--- src/rtl/blink_defs.sv ---
// Shared definitions for the blink decoder.
// Holds the FSM state encoding, the run-length saturation value and the
// helper functions used when validating and indexing a measured run.
package blink_defs;

  typedef enum logic [1:0] {
    SEARCH  = 2'd0,
    ACQUIRE = 2'd1,
    LOCKED  = 2'd2
  } state_e;

  localparam logic [15:0] MAX_RUN = 16'h8000;

  // Position of the (single) set bit of a one-hot word.
  function automatic logic [3:0] onehot_to_idx(input logic [15:0] oh);
    logic [3:0] idx;
    idx = '0;
    for (int i = 0; i < 16; i++) begin
      if (oh[i]) idx = 4'(i);
    end
    return idx;
  endfunction

  // True for a nonzero power of two.
  function automatic logic is_pow2(input logic [15:0] v);
    return (v != 16'd0) && ((v & (v - 16'd1)) == 16'd0);
  endfunction

endpackage

--- src/rtl/blink_sync.sv ---
// Input synchronizer and edge detector for the blink decoder.
// Ports:
//   clk     - system clock
//   rst     - synchronous active-high reset (clears all flops)
//   async_i - asynchronous input level
//   s_o     - synchronized level (last synchronizer flop)
//   edge_o  - high for one cycle after each transition of s_o
// Rising and falling transitions see the same latency, so run lengths
// measured between edges equal the run lengths at the pin.
module blink_sync #(
  parameter int SYNC_STAGES = 2
) (
  input  logic clk,
  input  logic rst,
  input  logic async_i,
  output logic s_o,
  output logic edge_o
);

  logic [SYNC_STAGES-1:0] sync_q;
  logic                   prev_q;

  always_ff @(posedge clk) begin
    if (rst) begin
      sync_q <= '0;
      prev_q <= 1'b0;
    end else begin
      sync_q <= {sync_q[SYNC_STAGES-2:0], async_i};
      prev_q <= sync_q[SYNC_STAGES-1];
    end
  end

  assign s_o    = sync_q[SYNC_STAGES-1];
  assign edge_o = sync_q[SYNC_STAGES-1] ^ prev_q;

endmodule

--- src/rtl/blink_decoder.sv ---
// Blink decoder: recovers the one-hot mask that produced a blink waveform
// (high 2^k cycles, low 2^k cycles) by measuring run lengths between edges.
// Ports:
//   clk       - system clock
//   rst       - synchronous active-high reset
//   blink_in  - asynchronous blink signal
//   mask_out  - recovered one-hot mask, 0 while not locked
//   bit_idx   - log2(mask_out), 0 while not locked
//   locked    - high while the decoded period is stable
//   err_pulse - one-cycle pulse on a rejected run or loss of lock
module blink_decoder #(
  parameter int LOCK_RUNS   = 4,
  parameter int SYNC_STAGES = 2
) (
  input  logic        clk,
  input  logic        rst,
  input  logic        blink_in,
  output logic [15:0] mask_out,
  output logic [3:0]  bit_idx,
  output logic        locked,
  output logic        err_pulse
);
  import blink_defs::*;

  localparam logic [3:0] LOCK_N = 4'(LOCK_RUNS);

  logic        lvl_w;
  logic        edge_w;

  state_e      state_q, state_d;
  logic [15:0] run_cnt_q, run_cnt_d;
  logic [15:0] cand_q, cand_d;
  logic [3:0]  match_q, match_d;
  logic [15:0] mask_q, mask_d;
  logic [3:0]  idx_q, idx_d;
  logic        locked_q, locked_d;
  logic        err_q, err_d;

  blink_sync #(.SYNC_STAGES(SYNC_STAGES)) u_sync (
    .clk     (clk),
    .rst     (rst),
    .async_i (blink_in),
    .s_o     (lvl_w),
    .edge_o  (edge_w)
  );

  // Run length: value held in the edge cycle is the length of the run just
  // ended; saturation keeps long idle periods from wrapping to short runs.
  always_comb begin
    run_cnt_d = run_cnt_q;
    if (edge_w)                    run_cnt_d = 16'd1;
    else if (run_cnt_q != MAX_RUN) run_cnt_d = run_cnt_q + 16'd1;
  end

  always_comb begin
    state_d  = state_q;
    cand_d   = cand_q;
    match_d  = match_q;
    mask_d   = mask_q;
    idx_d    = idx_q;
    locked_d = locked_q;
    err_d    = 1'b0;
    case (state_q)
      // First edge only marks the start of a measurable run.
      SEARCH: begin
        if (edge_w) begin
          state_d = ACQUIRE;
          cand_d  = '0;
          match_d = '0;
        end
      end
      ACQUIRE: begin
        if (edge_w) begin
          if (is_pow2(run_cnt_q) && (cand_q == 16'd0 || run_cnt_q == cand_q)) begin
            cand_d  = run_cnt_q;
            match_d = match_q + 4'd1;
            if (match_q + 4'd1 == LOCK_N) begin
              state_d  = LOCKED;
              mask_d   = run_cnt_q;
              idx_d    = onehot_to_idx(run_cnt_q);
              locked_d = 1'b1;
            end
          end else if (is_pow2(run_cnt_q)) begin
            // A valid but different period restarts counting from this run.
            cand_d  = run_cnt_q;
            match_d = 4'd1;
            err_d   = 1'b1;
          end else begin
            cand_d  = '0;
            match_d = '0;
            err_d   = 1'b1;
          end
        end else if (run_cnt_q == MAX_RUN) begin
          // Signal went idle: quietly fall back without flagging an error.
          state_d = SEARCH;
          cand_d  = '0;
          match_d = '0;
        end
      end
      LOCKED: begin
        // Edge wins over the too-long check when both happen together.
        if ((edge_w && run_cnt_q != cand_q) || (!edge_w && run_cnt_q == cand_q)) begin
          state_d  = ACQUIRE;
          cand_d   = '0;
          match_d  = '0;
          mask_d   = '0;
          idx_d    = '0;
          locked_d = 1'b0;
          err_d    = 1'b1;
        end
      end
      default: begin
        state_d = SEARCH;
      end
    endcase
  end

  always_ff @(posedge clk) begin
    if (rst) begin
      state_q   <= SEARCH;
      run_cnt_q <= '0;
      cand_q    <= '0;
      match_q   <= '0;
      mask_q    <= '0;
      idx_q     <= '0;
      locked_q  <= 1'b0;
      err_q     <= 1'b0;
    end else begin
      state_q   <= state_d;
      run_cnt_q <= run_cnt_d;
      cand_q    <= cand_d;
      match_q   <= match_d;
      mask_q    <= mask_d;
      idx_q     <= idx_d;
      locked_q  <= locked_d;
      err_q     <= err_d;
    end
  end

  assign mask_out  = mask_q;
  assign bit_idx   = idx_q;
  assign locked    = locked_q;
  assign err_pulse = err_q;

endmodule

--- config.mk ---
export PLATFORM = sky130hd
export DESIGN_NAME = blink_decoder
export DESIGN_NICKNAME = d
export VERILOG_FILES = /design/src/rtl/blink_defs.sv /design/src/rtl/blink_sync.sv /design/src/rtl/blink_decoder.sv
export SDC_FILE = /design/constraint.sdc
export NUM_CORES = 1
export LEC_CHECK = 0
export ABC_CLOCK_PERIOD_IN_PS = 6500
export CAP_MARGIN = 25
export CORE_UTILIZATION = 63
export CTS_CLUSTER_DIAMETER = 30
export CTS_CLUSTER_SIZE = 10
export DETAILED_ROUTE_END_ITERATION = 7
export PLACE_DENSITY = 0.82
export SLEW_MARGIN = 5
export SYNTH_ARGS = -nofsm -noshare
export SYNTH_HDL_FRONTEND = slang
export SYNTH_SLANG_ARGS = --single-unit
--- constraint.sdc ---
create_clock -name clk -period 6.5 [get_ports clk]
set_input_delay 0.975 -clock clk [delete_from_list [all_inputs] [get_ports clk]]
set_output_delay 0.975 -clock clk [all_outputs]
set_load 0.01 [all_outputs]
* Word-level counts from Yosys, hierarchy flattened
Index checks and enable logic that the tools add are counted.
** Operators by class
- Add/subtract/negate cells :: 3
- Bitwise operators :: 2
- Equal/unequal tests :: 15
- Reduce and logical (&&, ||, !) cells :: 18
- Muxes and demuxes :: 55
** Operator list (number)
- $mux 16 :: 9
- $mux 4 :: 21
- $pmux 16 s3 :: 1
- $logic_not 16->1 :: 2
- $pmux 16 s2 :: 1
- $add 16x1->16 const B :: 1
- $and 16x16->16 :: 1
- $eq 16x16->1 :: 1
- $eq 16x16->1 const B :: 1
- $ne 16x16->1 :: 1
- $ne 16x16->1 const B :: 1
- $reduce_bool 16->1 :: 1
- $sub 16x1->16 const B :: 1
- $mux 2 :: 7
- $pmux 4 s3 :: 1
- $mux 1 :: 11
- $ne 2x2->1 const B :: 5
- $reduce_and 5->1 :: 2
- $ne 3x3->1 const B :: 3
- $pmux 4 s2 :: 1
- $pmux 2 s3 :: 1
- $add 4x1->4 const B :: 1
- $eq 4x3->1 const B :: 1
- $logic_and 1x1->1 :: 4
- 11 further kinds :: 14
** Storage, ports and cells
- Logic and storage cells :: 104
- Input port bits :: 3
- Bits in registers :: 63

* Logic depth before layout (Yosys ltp)
Gate-level depths: netlist (run 1).
- Word-level depth :: 19
- Mapped depth :: 12
- Depth with buffers taken out :: 9

* Cells and area by module
A second synthesis (run 1) with hierarchy kept.
** Second synthesis, totals
- Cell total of the unflattened synthesis :: 365
- Area total of the unflattened synthesis :: 3263.1 µm²
** By module, submodules not included
- blink_decoder :: instances 1, area an instance 3175.5 µm², seq. area each 1201.2 µm², cells each 358
- blink_sync :: instances 1, area an instance 87.6 µm², seq. area each 60.1 µm², cells each 7

* Worst setup path after synthesis (run 1)
OpenSTA, ideal clock, no wires.
- Kind :: register to register
- From :: reg run_cnt_q[1]
- To :: reg mask_q[7] (netlist: mask_out[7])
- Cell stages (with the launch flop) :: 13
- Slack :: 3.643 ns
- Clock period less this slack :: 2.857 ns
- Arrival :: 2.740 ns
- Required time :: 6.383 ns
- Path through :: dfxtp_1 -> buf_6 -> inv_1 -> ha_1 -> or3b_2 -> o41ai_1 -> nand3_1 -> or4_1 -> buf_2 -> o22a_1 -> o21a_1 -> buf_6 -> a22o_1
** Between the ends
- Word-level cells in the longest chain between the ends :: 7
** RTL lines
- from (decl) :: line blink_decoder.sv:31 : logic [15:0] run_cnt_q, run_cnt_d;
- from (signal assigned) :: line blink_decoder.sv:130 : run_cnt_q <= run_cnt_d;
- $sub 16x1->16 :: line blink_defs.sv:26 : return (v != 16'd0) && ((v & (v - 16'd1)) == 16'd0);
- $and 16x16->16 :: line blink_defs.sv:26
- $logic_not 16->1 :: line blink_defs.sv:26
- $logic_and 1x1->1 :: line blink_defs.sv:26
- $logic_and 1x1->1 :: line blink_decoder.sv:74 : if (is_pow2(run_cnt_q) && (cand_q == 16'd0 || run_cnt_q == cand_q)) begin
- $ne 2x2->1 (no line)
- $reduce_and 5->1 (no line) *
- to (signal assigned) :: line blink_decoder.sv:133 : mask_q <= mask_d;
- to (decl) :: line blink_decoder.sv:34 : logic [15:0] mask_q, mask_d;
Every way passes the cells marked *; elsewhere a longest branch is shown, timed or not.
A chain may end at the register's enable or synchronous reset.

* Final worst setup path (run 1)
- From :: reg run_cnt_q[4]
- To :: reg idx_q[3] (netlist: bit_idx[3])
** Between the ends
- Word-level cells in the longest chain between the ends :: 16
** RTL lines
- $mux 4 (12 in a row) :: line blink_defs.sv:19 : if (oh[i]) idx = 4'(i);
- $mux 4 :: line blink_decoder.sv:77 : if (match_q + 4'd1 == LOCK_N) begin
- $mux 4 :: line blink_decoder.sv:74
- $mux 4 :: line blink_decoder.sv:73 : if (edge_w) begin
- $pmux 4 s2 :: line blink_decoder.sv:63 : case (state_q)
- to (signal assigned) :: line blink_decoder.sv:134 : idx_q <= idx_d;
- to (decl) :: line blink_decoder.sv:35 : logic [3:0] idx_q, idx_d;
Parallel ways exist; a longest one is shown, timed or not. The select of a mux whose other input is x is not followed.

==> out/metrics.csv, run 1 <==
stage,metric,value,unit
grt,GR Util All Layers,28.8,%
setup_path,Worst setup EP type,flop,
logic_synthesis,cells after synthesis,361,
die,die height,73.8,µm
die,# rows,25,
grt,number of global-route vias before repair,2387,
setup_path,path depth of the worst reg2reg path,7,
place,post-place setup slack,3.02,ns
logic_synthesis,synthesized area per cell,8.99,µm²
power,Peak VDD IR,0.000164,V
logic_synthesis,Synth Flop Type,dfxtp_1,
die,I/O pin total,25,
clocking,maximum clock path buffer count,2,
place,buffers added on ports,24,
grt,GRT Residual Overflow,0,
sta,slew margin rel.,35.8,%
place,gpl congestion,0.873,
sta,Fin. Hold Viols,0,
run,MaxCap Viol Count,0,
detailed_routing,Antenna Violating Nets Remaining,0,
logic_synthesis,list of most frequent post-synthesis cells,"dfxtp_1 (63), nor2_1 (48), xor2_1 (25)",
logic_synthesis,Unique masters post-synth,61,
logic_synthesis,cell taking the most area after synthesis,dfxtp_1,
die,chip width,73.8,µm
sta,worst-margin pin slew,0.955,ns
setup_path,Crit path required time,6.78,ns
clocking,H-tree depth,3,
grt,largest net degree at the start of global routing,32,
setup_path,RR Startpoint,run_cnt_q[4],
sta,worst clock skew,0.0109,ns
layout,n_diodes,0,
outcome,outcome,"finished, final reports clean",
sta,setup violators final,0,
die,Initial Utilization,66.9,%
clocking,"Clk Latency, worst-skew pair",0.35,ns
setup_path,critical path class,reg -> reg,
clocking,clock slew at reported path FFs,0.07,ns
sta,fmax,0.282,GHz
setup_path,worst endpoint data arrival time,3.82,ns
setup_path,launch point of the worst path,run_cnt_q[4],
setup_path,reg2reg setup slack,2.96,ns
clocking,cts bufs inserted,9,
clocking,CTS Sinks,63,
grt,first-pass GRT wire length,11800,µm
detailed_routing,DRC,0,
logic_synthesis,cell with the most instances after synthesis,dfxtp_1,
sta,post-route worst setup slack,2.96,ns
die,core area,0.00485,mm²
detailed_routing,final WL,7200,µm
layout,Final Instance Count excl. Fillers,441,
logic_synthesis,net count after synthesis,372,
logic_synthesis,Seq cells post-synth,63,
logic_synthesis,share of the synthesized area in the top cell type,38.9,%
logic_synthesis,register area share after synthesis,38.9,%
layout,FILL cells,364,
detailed_routing,vias,2712,
logic_synthesis,"Cell Area, Synth",0.00324,mm²
detailed_routing,wire length per cell,16.3,µm
clocking,CTS tree,yes,
clocking,post-CTS setup buffer count,0,
layout,P&R area growth vs syn,12.2,%
grt,initial antenna violation count,0,
logic_synthesis,ranking of synthesized cells by area,"dfxtp_1 (39%), xor2_1 (6.7%), nor2_1 (5.6%)",
setup_path,CP startpoint kind,flop,
setup_path,CP Capture Point,bit_idx[3],
sta,Hold Slack,0.448,ns
clocking,post_cts resized,0,
detailed_routing,DR iter-0 viols,237,
sta,Setup TNS,0,ns
die,die area,0.00544,mm²
sta,final critical-path required period,3.54,ns
setup_path,R2R Path End,bit_idx[3],
detailed_routing,DRT Pass-1 Iters,5,
clocking,clock root cell,clkbuf_8,
place,total placed cells including tap cells,425,
layout,fin nets,380,
detailed_routing,vias per cell,6.15,
setup_path,crit-path max FO,20,
sta,final period utilization,54.5,%
hold_path,worst hold path type,reg -> reg,
logic_synthesis,"FFs w/ async S/R, synth",0,%
sta,RSZ-0062 raised after global routing,false,
logic_synthesis,"EDFF count, synth",0,
logic_synthesis,Synth Warn #,0,
sta,"Slew Viols, Final",0,
place,DP Wirelength,4690,µm
power,PD cells,244,mW/mm²
layout,share of layout cells above drive strength 1,8.02,%
clocking,cts hold-fix bufs,0,
power,static leakage,1.43,nW
==> stage by stage <==
stage	cell area (µm²)	power (mW)	util, %
finish	3640	0.890	75.1
global route	3640	0.920	75.1
CTS	3640	0.892	75.1
detailed placement	3400	0.475	70.0
global placement	3400	0.475	70.0
floorplan	3240	0.463	-
==> layout make-up <==
cell class / instances / area [µm²] / area share [%]
multi-input combinational: 260 / 1770 / 48.5
clock inverter: 6 / 108 / 2.96
tap: 67 / 83.8 / 2.30
inverter: 10 / 37.5 / 1.03
clock buffer: 10 / 138 / 3.78
sequential: 63 / 1260 / 34.6
timing repair buffer: 25 / 248 / 6.80
==> kinds of logic (layout without fill, tap and decap cells) <==
kind of cell	count (synthesis)	in the layout	share of synthesized area, %
AOI/OAI and AO/OA	90	90	20.7
and+or+nand+nor	131	131	22.2
buffers and inverters	38	51	6.71
xor gates and xnor gates	31	31	8.37
DFF	63	63	38.9
adders and majority gates	8	8	3.09
==> flip-flops by register name (all words and copies together), names as in the netlist <==
signal,flops
match_q,4
cand_q,16
u_sync.sync_q,2
err_pulse,1
mask_out,16
state_q,2
locked,1
bit_idx,4
run_cnt_q,16
u_sync.prev_q,1
==> layout by cell type (no fill, tap or decap), types with 6 or more instances in the layout <==
cell type	count
clkbuf_8	10
nand2_1	12
a22oi_1	17
a21oi_1	12
nor4_1	11
a22o_1	20
nand2b_1	8
nor2_1	48
o21ai_0	10
dfxtp_1	63
xor2_1	25
clkdlybuf4s50_1	24
xnor2_1	6
nand3_1	8
ha_1	8
inv_1	10
==> per-layer routing <==
metal  up-vias  part of all wire, %  GRT usage, %
met2       118                   45          41.8
li1       1320                    -             -
met1      1256                   45          40.6
met4         0                  2.0          13.2
met5         -                    0             0
met3        18                  7.5          6.31
==> worst max-delay path, stage by stage (launching register included) <==
cell,delay [ns]
dfxtp_1,0.46
or4_4,0.63
o41a_1,0.43
a211oi_2,0.43
a21boi_2,0.31
nand3_2,0.14
nor4_4,0.83
a22o_1,0.25
==> worst min-delay path by stage <==
| stage | startpoint | endpoint | slack (ns) | depth (start not counted) |
|---|---|---|---|---|
| 2_1_floorplan | u_sync.sync_q[0] | u_sync.sync_q[1] | 0.41 | 1 |
| 3_3_place_gp | u_sync.sync_q[0] | u_sync.sync_q[1] | 0.42 | 1 |
| 3_5_place_dp | u_sync.sync_q[0] | u_sync.sync_q[1] | 0.44 | 1 |
| 4_1_cts | u_sync.sync_q[0] | u_sync.sync_q[1] | 0.45 | 1 |
| 5_1_grt | u_sync.sync_q[0] | u_sync.sync_q[1] | 0.47 | 1 |
| 6_report | u_sync.sync_q[0] | u_sync.sync_q[1] | 0.45 | 1 |
==> where the power goes <==
part | leakage (nW) | internal, mW | switching [mW]
Combinational | 0.801 | 0.0263 | 0.0463
Sequential | 0.508 | 0.389 | 0.00578
Clock | 0.122 | 0.264 | 0.159
Power figures use the tool's default switching activity.
==> run 2: changes to the inputs <==
- ABC_CLOCK_PERIOD_IN_PS: 6500 -> 3000
- CORE_UTILIZATION: 63 -> 52
- PLACE_DENSITY: 0.82 -> 0.72
- clock period: 6.5 -> 3 ns (I/O delays scaled with it)
==> run 2 against run 1 <==
Compared with the run above:
- combinational power rose to 2.8 times the previous value
- non-clock buffer count rose by 29
- via count grew 2.0%
- power grew 110%
- largest power group is now sequential cells
- count of clock-buffer cells in the layout increased by 3
- clock power is 96% higher
==> out/metrics.csv, run 2 (synthesis gave the netlist of run 1 again) <==
stage,metric,value,unit,change
place,gpl congestion,0.862,,was 0.873
layout,"commonest non-fill, non-tap cell in the layout",dfxtp_1,,unchanged
sta,Hold Slack,0.433,ns,was 0.448 ns
hold_path,Hold Crit Start,u_sync.sync_q[0],,unchanged
clocking,cts bufs inserted,9,,unchanged
outcome,outcome,"finished, final reports clean",,unchanged
setup_path,launch point of the worst path,run_cnt_q[1],,was run_cnt_q[4]
clocking,"Clk Latency, worst-skew pair",0.34,ns,was 0.35 ns
sta,fmax,0.345,GHz,was 0.282 GHz
clocking,CTS Sinks,63,,unchanged
setup_path,worst endpoint data arrival time,3.15,ns,was 3.82 ns
clocking,CTS tree,yes,,unchanged
sta,"Slew Viols, Final",0,,unchanged
place,post-place setup slack,-0.0812,ns,was 3.02 ns
sta,slew margin rel.,65.7,%,was 35.8%
layout,fin nets,409,,was 380
die,I/O pin total,25,,unchanged
clocking,cts hold-fix bufs,0,,unchanged
sta,final critical-path required period,2.90,ns,was 3.54 ns
die,die area,0.00656,mm²,was 0.00544 mm²
clocking,clock root cell,clkbuf_8,,unchanged
detailed_routing,vias per cell,5.78,,was 6.15
detailed_routing,wire length per cell,15.5,µm,was 16.3 µm
layout,Final Cell Area,0.00389,mm²,was 0.00364 mm²
layout,most frequent cells in the layout,"dfxtp_1 (63), nor2_1 (48), buf_4 (28)",,"was dfxtp_1 (63), nor2_1 (48), xor2_1 (25)"
layout,share of layout cells above drive strength 1,15.4,%,was 8.02%
layout,P&R area growth vs syn,19.9,%,was 12.2%
setup_path,CP Capture Point,locked,,was bit_idx[3]
hold_path,worst hold path type,reg -> reg,,unchanged
power,static leakage,1.59,nW,was 1.43 nW
setup_path,path depth of the worst reg2reg path,9,,was 7
grt,GR Util All Layers,24.5,%,was 28.8%
sta,post-route worst setup slack,0.0993,ns,was 2.96 ns
sta,Setup TNS,0,ns,unchanged
clocking,clock slew at reported path FFs,0.07,ns,about the same
die,die height,81.0,µm,was 73.8 µm
setup_path,R2R Path End,locked,,was bit_idx[3]
place,DP Wirelength,5300,µm,was 4690 µm
setup_path,reg2reg setup slack,0.1,ns,was 2.96 ns
grt,number of global-route vias before repair,2524,,was 2387
place,total placed cells including tap cells,460,,was 425
grt,GRT Residual Overflow,0,,unchanged
layout,Final Util,65.3,%,was 75.1%
setup_path,CP startpoint kind,flop,,unchanged
layout,Final Instance Count excl. Fillers,478,,was 441
clocking,H-tree depth,3,,unchanged
clocking,maximum clock path buffer count,2,,unchanged
detailed_routing,Antenna Violating Nets Remaining,0,,unchanged
die,# rows,28,,was 25
grt,largest net degree at the start of global routing,23,,was 32
sta,Fin. Hold Viols,0,,unchanged
sta,final period utilization,96.7,%,was 54.5%
setup_path,RR Startpoint,run_cnt_q[1],,was run_cnt_q[4]
place,buffers added on ports,24,,unchanged
sta,worst clock skew,0.00797,ns,was 0.0109 ns
setup_path,Worst setup EP type,flop,,unchanged
run,MaxCap Viol Count,0,,unchanged
grt,initial antenna violation count,0,,unchanged
die,Initial Utilization,54.5,%,was 66.9%
die,core area,0.00596,mm²,was 0.00485 mm²
setup_path,Crit path required time,3.25,ns,was 6.78 ns
grt,first-pass GRT wire length,12200,µm,was 11800 µm
sta,setup violators final,0,,unchanged
setup_path,crit-path max FO,5,,was 20
place,placed inst area,0.00362,mm²,was 0.00340 mm²
detailed_routing,DRC,0,,unchanged
detailed_routing,DRT Pass-1 Iters,4,,was 5
setup_path,critical path class,reg -> reg,,unchanged
power,total power,1.88,mW,was 0.890 mW
sta,worst-margin pin slew,0.509,ns,was 0.955 ns
power,PD cells,484,mW/mm²,was 244 mW/mm²
layout,n_diodes,0,,unchanged
power,Peak VDD IR,0.000346,V,was 0.000164 V
die,chip width,81.0,µm,was 73.8 µm
detailed_routing,final WL,7430,µm,was 7200 µm
detailed_routing,DR iter-0 viols,149,,was 237
detailed_routing,vias,2765,,was 2712
==> run 2: cell count changes in the layout (fill, tap and decap cells not counted), moves of 2 or more <==
cell      delta
buf_4       +27
clkbuf_1     +2
inv_1        -2
inv_2        +2
==> run 2: repair_timing <==
item                       in CTS  in global routing
gates resized for setup         2                  6
setup endpoints to repair      21                 40
pin swaps                       0                  1
setup buffers                   0                  2
==> run 2: cell type report <==
type                    count  area [µm²]
flip-flops and latches     63        1260
fillers                   518        2070
repair buffers             54         482
inverters                  10        37.5
multi-input cells         260        1790
clock buffers              13         159
clock inverters             3        65.1
well taps                  75        93.8
==> run 2: worst max-delay path, stage by stage (launching register included) <==
cell and delay (ns):
dfxtp_1 0.36, inv_2 0.09, ha_2 0.19, or3b_2 0.47, o41a_1 0.37, a211oi_4 0.28
a21boi_4 0.27, nand3_2 0.15, or3_1 0.40, a221oi_2 0.22
==> run 2: where the power goes <==
part           internal [mW]  switching [mW]
sequential             0.844         0.00838
combinational         0.0847           0.118
clock                  0.513           0.316
total                   1.44           0.442
==> run 2: how the worst min path moves through the flow <==
stage / cells past startpoint / slack [ns] / end
2_1_floorplan: 1 / 0.41 / u_sync.sync_q[1]
3_3_place_gp: 1 / 0.43 / u_sync.sync_q[1]
3_5_place_dp: 1 / 0.43 / u_sync.sync_q[1]
4_1_cts: 1 / 0.44 / u_sync.sync_q[1]
5_1_grt: 1 / 0.46 / u_sync.sync_q[1]
6_report: 1 / 0.43 / u_sync.sync_q[1]
==> run 2: layer usage <==
layer | GRT usage, % | part of all wire (%) | wire [µm] | vias to the layer above
met2 | 38.2 | 46 | 3400 | 61
met3 | 4.04 | 3.7 | 274 | 10
met5 | 0 | 0 | 0 | -
met1 | 33.2 | 49 | 3630 | 1319
li1 | - | - | - | 1375
met4 | 10.4 | 1.7 | 126 | 0
